$ cat src/rtl/vga_timing_pkg.sv
// Shared raster timing constants, phase encoding and phase decode helper.
package vga_timing_pkg;

    localparam int unsigned CNT_W   = 11;
    localparam int unsigned CNT_MAX = 2047;
    localparam int unsigned FCNT_W  = 8;

    // Default 640x480@60 timing
    localparam int unsigned DEF_H_SYNC   = 96;
    localparam int unsigned DEF_H_BACK   = 48;
    localparam int unsigned DEF_H_ACTIVE = 640;
    localparam int unsigned DEF_H_FRONT  = 16;
    localparam int unsigned DEF_V_SYNC   = 2;
    localparam int unsigned DEF_V_BACK   = 33;
    localparam int unsigned DEF_V_ACTIVE = 480;
    localparam int unsigned DEF_V_FRONT  = 10;

    localparam int unsigned DEF_H_TOTAL     = DEF_H_SYNC + DEF_H_BACK + DEF_H_ACTIVE + DEF_H_FRONT;
    localparam int unsigned DEF_V_TOTAL     = DEF_V_SYNC + DEF_V_BACK + DEF_V_ACTIVE + DEF_V_FRONT;
    localparam int unsigned DEF_H_ACT_START = DEF_H_SYNC + DEF_H_BACK;
    localparam int unsigned DEF_V_ACT_START = DEF_V_SYNC + DEF_V_BACK;

    typedef enum logic [1:0] {
        PH_SYNC   = 2'd0,
        PH_BACK   = 2'd1,
        PH_ACTIVE = 2'd2,
        PH_FRONT  = 2'd3
    } phase_t;

    // Phase of a counter position within one axis period
    function automatic phase_t axis_phase(
        input logic [CNT_W-1:0] pos,
        input int unsigned      sync_len,
        input int unsigned      back_len,
        input int unsigned      active_len
    );
        int unsigned p;
        p = 32'(pos);
        if (p < sync_len) return PH_SYNC;
        if (p < sync_len + back_len) return PH_BACK;
        if (p < sync_len + back_len + active_len) return PH_ACTIVE;
        return PH_FRONT;
    endfunction

endpackage

$ cat src/rtl/vga_axis_counter.sv
// One raster axis: wrapping position counter with phase decode of its next value.
module vga_axis_counter
    import vga_timing_pkg::*;
#(
    parameter int unsigned SYNC   = DEF_H_SYNC,
    parameter int unsigned BACK   = DEF_H_BACK,
    parameter int unsigned ACTIVE = DEF_H_ACTIVE,
    parameter int unsigned FRONT  = DEF_H_FRONT
) (
    input  logic             clk,
    input  logic             rst,
    input  logic             step,
    output phase_t           phase_c,
    output logic             wrap_c,
    output logic             in_active_c,
    output logic [CNT_W-1:0] offset_c
);

    localparam int unsigned TOTAL     = SYNC + BACK + ACTIVE + FRONT;
    localparam int unsigned ACT_START = SYNC + BACK;

    logic [CNT_W-1:0] count;
    logic [CNT_W-1:0] count_next;

    // Next position and its decode; the top registers these so outputs track the counter edge
    always_comb begin
        wrap_c     = step && (count == CNT_W'(TOTAL - 1));
        count_next = count;
        if (step) begin
            count_next = wrap_c ? '0 : count + CNT_W'(1);
        end
        phase_c     = axis_phase(count_next, SYNC, BACK, ACTIVE);
        in_active_c = (phase_c == PH_ACTIVE);
        offset_c    = in_active_c ? count_next - CNT_W'(ACT_START) : '0;
    end

    // Position register; reset parks on the last position so the first step wraps to 0
    always_ff @(posedge clk) begin
        if (rst) begin
            count <= CNT_W'(TOTAL - 1);
        end else begin
            count <= count_next;
        end
    end

endmodule

$ cat src/rtl/vga_sync_module.sv
// Raster timing generator: pixel divider, h/v axis counters, registered sync/address outputs.
module vga_sync_module
    import vga_timing_pkg::*;
#(
    parameter int unsigned CLK_DIV  = 2,
    parameter int unsigned H_SYNC   = DEF_H_SYNC,
    parameter int unsigned H_BACK   = DEF_H_BACK,
    parameter int unsigned H_ACTIVE = DEF_H_ACTIVE,
    parameter int unsigned H_FRONT  = DEF_H_FRONT,
    parameter int unsigned V_SYNC   = DEF_V_SYNC,
    parameter int unsigned V_BACK   = DEF_V_BACK,
    parameter int unsigned V_ACTIVE = DEF_V_ACTIVE,
    parameter int unsigned V_FRONT  = DEF_V_FRONT,
    parameter bit          SYNC_POL = 1'b0
) (
    input  logic              clk,
    input  logic              rst,
    output logic [CNT_W-1:0]  col_addr_sig,
    output logic [CNT_W-1:0]  row_addr_sig,
    output logic              ready_sig,
    output logic              hsync,
    output logic              vsync,
    output logic              line_start,
    output logic              frame_start,
    output logic [FCNT_W-1:0] frame_cnt
);

    localparam int unsigned H_TOTAL = H_SYNC + H_BACK + H_ACTIVE + H_FRONT;
    localparam int unsigned V_TOTAL = V_SYNC + V_BACK + V_ACTIVE + V_FRONT;
    localparam int unsigned DIV_W   = (CLK_DIV > 1) ? $clog2(CLK_DIV) : 1;

    if (CLK_DIV < 1) begin : g_bad_clk_div
        $error("CLK_DIV must be at least 1");
    end
    if (H_TOTAL > CNT_MAX) begin : g_bad_h_total
        $error("H_TOTAL does not fit the 11-bit horizontal counter");
    end
    if (V_TOTAL > CNT_MAX) begin : g_bad_v_total
        $error("V_TOTAL does not fit the 11-bit vertical counter");
    end

    logic [DIV_W-1:0] div;
    logic             pix_en_c;
    phase_t           h_phase_c;
    phase_t           v_phase_c;
    logic             h_wrap_c;
    logic             v_wrap_c;
    logic             h_act_c;
    logic             v_act_c;
    logic [CNT_W-1:0] h_off_c;
    logic [CNT_W-1:0] v_off_c;
    logic             ready_c;
    logic             frame_start_c;

    assign pix_en_c = (div == DIV_W'(CLK_DIV - 1));

    // Pixel-rate divider; with CLK_DIV=1 div stays 0 and pix_en is always high
    always_ff @(posedge clk) begin
        if (rst || pix_en_c) begin
            div <= '0;
        end else begin
            div <= div + DIV_W'(1);
        end
    end

    vga_axis_counter #(
        .SYNC   (H_SYNC),
        .BACK   (H_BACK),
        .ACTIVE (H_ACTIVE),
        .FRONT  (H_FRONT)
    ) u_h_axis (
        .clk         (clk),
        .rst         (rst),
        .step        (pix_en_c),
        .phase_c     (h_phase_c),
        .wrap_c      (h_wrap_c),
        .in_active_c (h_act_c),
        .offset_c    (h_off_c)
    );

    vga_axis_counter #(
        .SYNC   (V_SYNC),
        .BACK   (V_BACK),
        .ACTIVE (V_ACTIVE),
        .FRONT  (V_FRONT)
    ) u_v_axis (
        .clk         (clk),
        .rst         (rst),
        .step        (h_wrap_c),
        .phase_c     (v_phase_c),
        .wrap_c      (v_wrap_c),
        .in_active_c (v_act_c),
        .offset_c    (v_off_c)
    );

    assign ready_c       = h_act_c && v_act_c;
    assign frame_start_c = h_wrap_c && v_wrap_c;

    // Registered outputs from next counter values; pulses last one clk since wraps need pix_en
    always_ff @(posedge clk) begin
        if (rst) begin
            col_addr_sig <= '0;
            row_addr_sig <= '0;
            ready_sig    <= 1'b0;
            hsync        <= ~SYNC_POL;
            vsync        <= ~SYNC_POL;
            line_start   <= 1'b0;
            frame_start  <= 1'b0;
            frame_cnt    <= '0;
        end else begin
            col_addr_sig <= ready_c ? h_off_c : '0;
            row_addr_sig <= ready_c ? v_off_c : '0;
            ready_sig    <= ready_c;
            hsync        <= (h_phase_c == PH_SYNC) ? SYNC_POL : ~SYNC_POL;
            vsync        <= (v_phase_c == PH_SYNC) ? SYNC_POL : ~SYNC_POL;
            line_start   <= h_wrap_c;
            frame_start  <= frame_start_c;
            if (frame_start_c) begin
                frame_cnt <= frame_cnt + FCNT_W'(1);
            end
        end
    end

endmodule

$ cat config.mk
export PLATFORM = sky130hd
export DESIGN_NAME = vga_sync_module
export DESIGN_NICKNAME = d
export VERILOG_FILES = /design/src/rtl/vga_timing_pkg.sv /design/src/rtl/vga_axis_counter.sv /design/src/rtl/vga_sync_module.sv
export SDC_FILE = /design/constraint.sdc
export NUM_CORES = 1
export LEC_CHECK = 0
export ABC_AREA = 1
export BUFFER_PORTS_ARGS = -buffer_cell sky130_fd_sc_hd__buf_4
export CAP_MARGIN = 40
export CORE_UTILIZATION = 50
export DETAILED_ROUTE_END_ITERATION = 10
export GPL_TIMING_DRIVEN = 1
export PLACE_DENSITY = 0.78
export SYNTH_ARGS = -nofsm -noshare
export SYNTH_HDL_FRONTEND = slang
export SYNTH_SLANG_ARGS = --single-unit
$ cat constraint.sdc
create_clock -name clk -period 6.4 [get_ports clk]
set_input_delay 1.6 -clock clk [delete_from_list [all_inputs] [get_ports clk]]
set_output_delay 1.6 -clock clk [all_outputs]
set_load 0.01 [all_outputs]
==> Word level (Yosys, flattened, before mapping) <==
Index checks and enable logic that the tools add are counted.
{ "op_classes": {"add_sub_neg": 6, "magnitude_cmp": 6, "eq_ne": 4, "muxes": 30, "bitwise": 3, "n_reduce_logical": 9} }
{ "ops": {"columns": ["operator", "n"], "rows": [
  ["2-to-1 mux 11 bit", 4],
  ["2-to-1 mux 2 bit", 12],
  ["adder 11 x 1 -> 11 bit (second input constant)", 2],
  ["equality test 11 x 10 -> 1 bit (second input constant)", 2],
  ["less-than comparator 11 x 10 -> 1 bit (second input constant)", 2],
  ["2-to-1 mux 1 bit", 14],
  ["less-than comparator 11 x 2 -> 1 bit (second input constant)", 1],
  ["less-than comparator 11 x 6 -> 1 bit (second input constant)", 1],
  ["less-than comparator 11 x 7 -> 1 bit (second input constant)", 1],
  ["less-than comparator 11 x 8 -> 1 bit (second input constant)", 1],
  ["subtractor 11 x 6 -> 11 bit (second input constant)", 1],
  ["subtractor 11 x 8 -> 11 bit (second input constant)", 1],
  ["adder 8 x 1 -> 8 bit (second input constant)", 1],
  ["OR reduction 3 bit", 2],
  ["equality test 2 bit (second input constant)", 2],
  ["logical AND 1 bit", 4],
  ["logical NOT 2 bit", 2],
  ["inverter 1 bit", 3],
  ["adder 1 bit (second input constant)", 1],
  ["logical OR 1 bit", 1]
]} }
{ "word_totals": {"ff_bits": 58, "in_bits": 2} }

==> Longest topological paths before layout <==
{ "logic_depth": {"ltp_word": 17, "ltp_mapped": 16, "depth_no_buf": 16} }

==> By module <==
Synthesis repeated with hierarchy kept, for this count alone.
{ "hier_totals": {"hier_cells": 459, "hier_area_um2": 3206.8} }
{ "by_module_without_submodules": {"columns": ["module", "instances", "cells_each", "area_each_um2", "seq_area_each_um2"], "rows": [
  ["vga_sync_module", 1, 138, 1239.9, 720.7],
  ["vga_axis_counter at u_v_axis", 1, 176, 1072.3, 220.2],
  ["vga_axis_counter at u_h_axis", 1, 145, 894.6, 220.2]
]} }

==> Least setup slack after synthesis <==
Ideal clock, no wire load.
{ "synth_timing": {"path_type": "input-to-reg", "start": "input port rst", "end": "register col_addr_sig[4]", "arrival_time_ns": 2.637, "required_ns": 6.280, "setup_slack_ns": 3.643, "cell_stages": 9, "path_buffers": 2, "cell_sequence": "clkbuf_1 -> clkinv_1 -> nand2_1 -> nor2_1 -> nand3_1 -> nor2_1 -> nand4_2 -> buf_6 -> nor2_2"} }
{ "synth_between": {"elab_chain_cells": 1} }
{ "synth_lines": {"columns": ["item", "line", "text"], "rows": [
  ["start, declared", "vga_sync_module.sv:17", "input logic rst,"],
  ["OR reduction 3 bit (no source line)", null, null],
  ["end signal, assigned", "vga_sync_module.sv:111", "col_addr_sig <= ready_c ? h_off_c : '0;"],
  ["end, declared", "vga_sync_module.sv:18", "output logic [CNT_W-1:0] col_addr_sig,"]
]} }
Every way passes these cells.
A chain may end at the register's enable or synchronous reset.

==> Final worst setup path <==
{ "layout_timing": {"start": "input port rst", "end": "register col_addr_sig[7]"} }
Same word-level chain as after synthesis.

==> flow_metrics.env <==
export IMPL_run_status="completed"
export IMPL_slew_headroom_pct=65.1
export IMPL_gp_congestion=0.889
export IMPL_cts_clk_slew_worst_paths_ps=70
export IMPL_synth_top_area_share_pct=39.3
export IMPL_initialDrtViolationCount=106
export IMPL_buffers_from_clock_root_to_sink_at_most=2
export IMPL_initial_core_util_pct=52.7
export IMPL_dr_pass1_iters=4
export IMPL_dr_wl_met3_um=321
export IMPL_postSynthNetCount=438
export IMPL_wl_met2_um=3130
export IMPL_layout_setup_ws_ps=3400
export IMPL_totalWireLength_um=6440
export IMPL_boundary_pin_count=37
export IMPL_die_w_um=78.9
export IMPL_worst_ep_arrival_time_ps=3280
export IMPL_power_total_w=0.000886
export IMPL_worstPathRequired_ps=6670
export IMPL_number_of_vias_per_cell_after_detailed_routing=5.00
export IMPL_via_count_of_the_first_global_routing_pass=2637
export IMPL_cts_sink_count=58
export IMPL_cts_buffers_inserted=9
export IMPL_synth_top_cells_by_area="sky130_fd_sc_hd__dfxtp_1 (39%), sky130_fd_sc_hd__nand2_1 (13%), sky130_fd_sc_hd__nor2_1 (7.6%), sky130_fd_sc_hd__inv_1 (7.1%), sky130_fd_sc_hd__nand3_1 (6.6%)"
export IMPL_timing_critical_path_from="rst"
export IMPL_overflow=0
export IMPL_power_density_mw_per_mm2=255
export IMPL_final_setup_skew_ps=10.9
export IMPL_dp_final_hpwl_um=4930
export IMPL_reg2reg_slack_ps=3630
export IMPL_tns_ps=0
export IMPL_finalCoreUtilization_pct=61.8
export IMPL_worstSetupEndpointType="flip-flop"
export IMPL_grt_start_max_net_pins=20
export IMPL_cts_resized_gates=0
export IMPL_core_mm2=0.00561
export IMPL_first_pass_grt_wire_length_um=11100
export IMPL_synth_warning_count=0
export IMPL_leak_pwr_nw=1.70
export IMPL_postSynthCellCount=430
export IMPL_insertedDiodeCount=0
export IMPL_final_nets=480
export IMPL_timing_critical_path_from_type="primary input"
export IMPL_post_route_period_util_pct=47.0
export IMPL_placement_rows=27
export IMPL_path_max_fanout=19
export IMPL_rsz0062_at_grt="false"
export IMPL_post_synth_cell_area_avg_um2=6.88
export IMPL_area_of_all_sequential_standard_cells_mm2=0.00116
export IMPL_n_fill_cell=517
export IMPL_clock_tree_htree_level_count=3
export IMPL_finalCriticalPeriod_ps=3000
export IMPL_most_instantiated_cells_after_synthesis="sky130_fd_sc_hd__nand2_1 (105), sky130_fd_sc_hd__nor2_1 (60), sky130_fd_sc_hd__dfxtp_1 (58)"
export IMPL_io_buffers=36
export IMPL_drtAntennaViolNets=0
export IMPL_vdd_ir_drop_max_mv=0.108
export IMPL_syn_area_mm2=0.00296
export IMPL_routed_wire_length_per_instance_um=11.7
export IMPL_most_instantiated_library_cell_after_synthesis="sky130_fd_sc_hd__nand2_1"
export IMPL_cts_tree="yes"
export IMPL_report_final_slew_viol_count=0
export IMPL_max_cap_viol_count=0
export IMPL_min_path_cells=2
export IMPL_worst_r2r_startpoint="div"
export IMPL_post_place_ws_ps=3050
export IMPL_post_detailed_placement_cell_area_mm2=0.00331
export IMPL_fp_dieArea_mm2=0.00622
export IMPL_synth_ff_type="sky130_fd_sc_hd__dfxtp_1"
export IMPL_multiInputGateArea_mm2=0.00153
export IMPL_root_buffer="sky130_fd_sc_hd__clkbuf_8"
export IMPL_drc=0
export IMPL_setup_viol=0
export IMPL_gr_usage_all_layers_pct=22.9
export IMPL_floorplan_die_height_um=78.9
export IMPL_maxClockFrequency_ghz=0.333
export IMPL_clock_latency_ps=340
export IMPL_crit_path_end="col_addr_sig[7]"
export IMPL_seq_cells_post_synth=58
export IMPL_synthDistinctLibCells=30
export IMPL_worstMarginPinSlew_ps=520
export IMPL_post_cts_repair_setup_buffers=0
export IMPL_critical_path_reg2reg_endpoint="col_addr_sig[7]"
export IMPL_holdBufCountCts=0
export IMPL_share_of_async_settable_or_async_resettable_flops_after_synthesis_pct=0
export IMPL_detail_route_wirelength_met1_um=2840
export IMPL_routed_top_layer="met4"
export IMPL_grt_antenna_before_repair=0
export IMPL_postLayoutCellArea_mm2=0.00347
export IMPL_r2r_cells=13
export IMPL_hold_path_class="flip-flop to flip-flop"
export IMPL_synth_edff_count=0
export IMPL_drive_gt1_share_pct=19.7
export IMPL_worstSetupPathType="primary input to flip-flop"
export IMPL_dr_total_vias=2744
export IMPL_hold_violations=0
export IMPL_area_growth_syn_to_layout_pct=17.3
export IMPL_synth_sequential_area_ratio_pct=39.3
export IMPL_netlist_top_cell_by_area="sky130_fd_sc_hd__dfxtp_1"
==> registers in the layout (all words and copies together), names as in the netlist <==
name            flops
col_addr_sig       11
vsync               1
line_start          1
frame_start         1
u_h_axis.count     11
hsync               1
row_addr_sig       11
div                 1
ready_sig           1
frame_cnt           8
u_v_axis.count     11
==> cell families after synthesis <==
| logic type | count (synthesis) | synth area share (%) |
|---|---|---|
| other | 1 | 0.127 |
| AND/OR/NAND/NOR | 263 | 41.3 |
| buffers and inverters | 67 | 9.06 |
| XOR/XNOR | 10 | 2.96 |
| adder cells (fa/ha/maj) | 6 | 2.54 |
| AO/OA/AOI/OAI | 25 | 4.78 |
| flip-flops | 58 | 39.3 |
==> power breakdown <==
part	total [W]	switching (W)	leakage [nW]	internal, W
Combinational	0.000204	0.000134	1.15	0.0000697
Sequential	0.000400	0.0000180	0.471	0.000382
Clock	0.000282	0.000143	0.0831	0.000139
Total	0.000886	0.000295	1.70	0.000591
==> per-stage QoR <==
step                std cells  hold WS [ps]
floorplan                 430           485
global placement          532           459
detailed placement        533           460
CTS                       549           470
global route              549           513
finish                    549           471
==> worst min-delay path by stage <==
| stage | start | endpoint | slack (ps) |
|---|---|---|---|
| after global placement | frame_cnt[7] | frame_cnt[7] | 460 |
| after global routing | frame_cnt[6] | frame_cnt[6] | 510 |
| after floorplan | frame_cnt[7] | frame_cnt[7] | 480 |
| final | frame_cnt[7] | frame_cnt[7] | 470 |
| after detailed placement | frame_cnt[7] | frame_cnt[7] | 460 |
| after CTS | frame_cnt[7] | frame_cnt[7] | 470 |
==> layout make-up <==
class                   instances  area share, %
clock buffers                  11           3.79
clock inverters                 5          0.902
inverters                      61           6.60
multi-input cells             305           44.0
flip-flops and latches         58           33.5
well taps                      72           2.60
repair buffers                 37           8.59
==> cells in the final DEF (no fill, tap or decap), types with 2 or more instances in the layout <==
cell,netlist,routed
sky130_fd_sc_hd__clkinv_2,0,3
sky130_fd_sc_hd__clkbuf_8,0,9
sky130_fd_sc_hd__o21ai_2,2,2
sky130_fd_sc_hd__nor2_4,2,2
sky130_fd_sc_hd__inv_1,56,56
sky130_fd_sc_hd__ha_1,6,6
sky130_fd_sc_hd__inv_2,4,4
sky130_fd_sc_hd__o21ai_1,3,3
sky130_fd_sc_hd__nor2_1,60,60
sky130_fd_sc_hd__nand4_1,13,13
sky130_fd_sc_hd__nor2_2,22,22
sky130_fd_sc_hd__xor2_1,7,7
sky130_fd_sc_hd__nand2_1,105,105
sky130_fd_sc_hd__nand4_2,2,2
sky130_fd_sc_hd__xnor2_1,3,3
sky130_fd_sc_hd__clkbuf_1,2,2
sky130_fd_sc_hd__nor3_1,8,8
sky130_fd_sc_hd__buf_4,0,36
sky130_fd_sc_hd__a21oi_1,8,8
sky130_fd_sc_hd__dfxtp_1,58,58
sky130_fd_sc_hd__nand3_1,39,39
sky130_fd_sc_hd__nand3_2,6,6
sky130_fd_sc_hd__o21ai_0,10,10
sky130_fd_sc_hd__nand2_2,4,4
==> worst max-delay path, cell delays in order <==
cell and delay, ps:
sky130_fd_sc_hd__buf_4 190, sky130_fd_sc_hd__clkinv_1 320, sky130_fd_sc_hd__nand2_1 90, sky130_fd_sc_hd__nor2_1 110
sky130_fd_sc_hd__nand3_1 80, sky130_fd_sc_hd__nor2_1 110, sky130_fd_sc_hd__nand4_2 350, sky130_fd_sc_hd__buf_16 310
sky130_fd_sc_hd__nor2_1 100
==> routing by layer <==
metal | vias to the layer above | track usage (%)
li1 | 1432 | -
met1 | 1233 | 25.8
met2 | 65 | 39.9
met3 | 14 | 5.98
met4 | 0 | 10.9
met5 | - | 0
No activity file was read; power rests on OpenSTA's default activity.
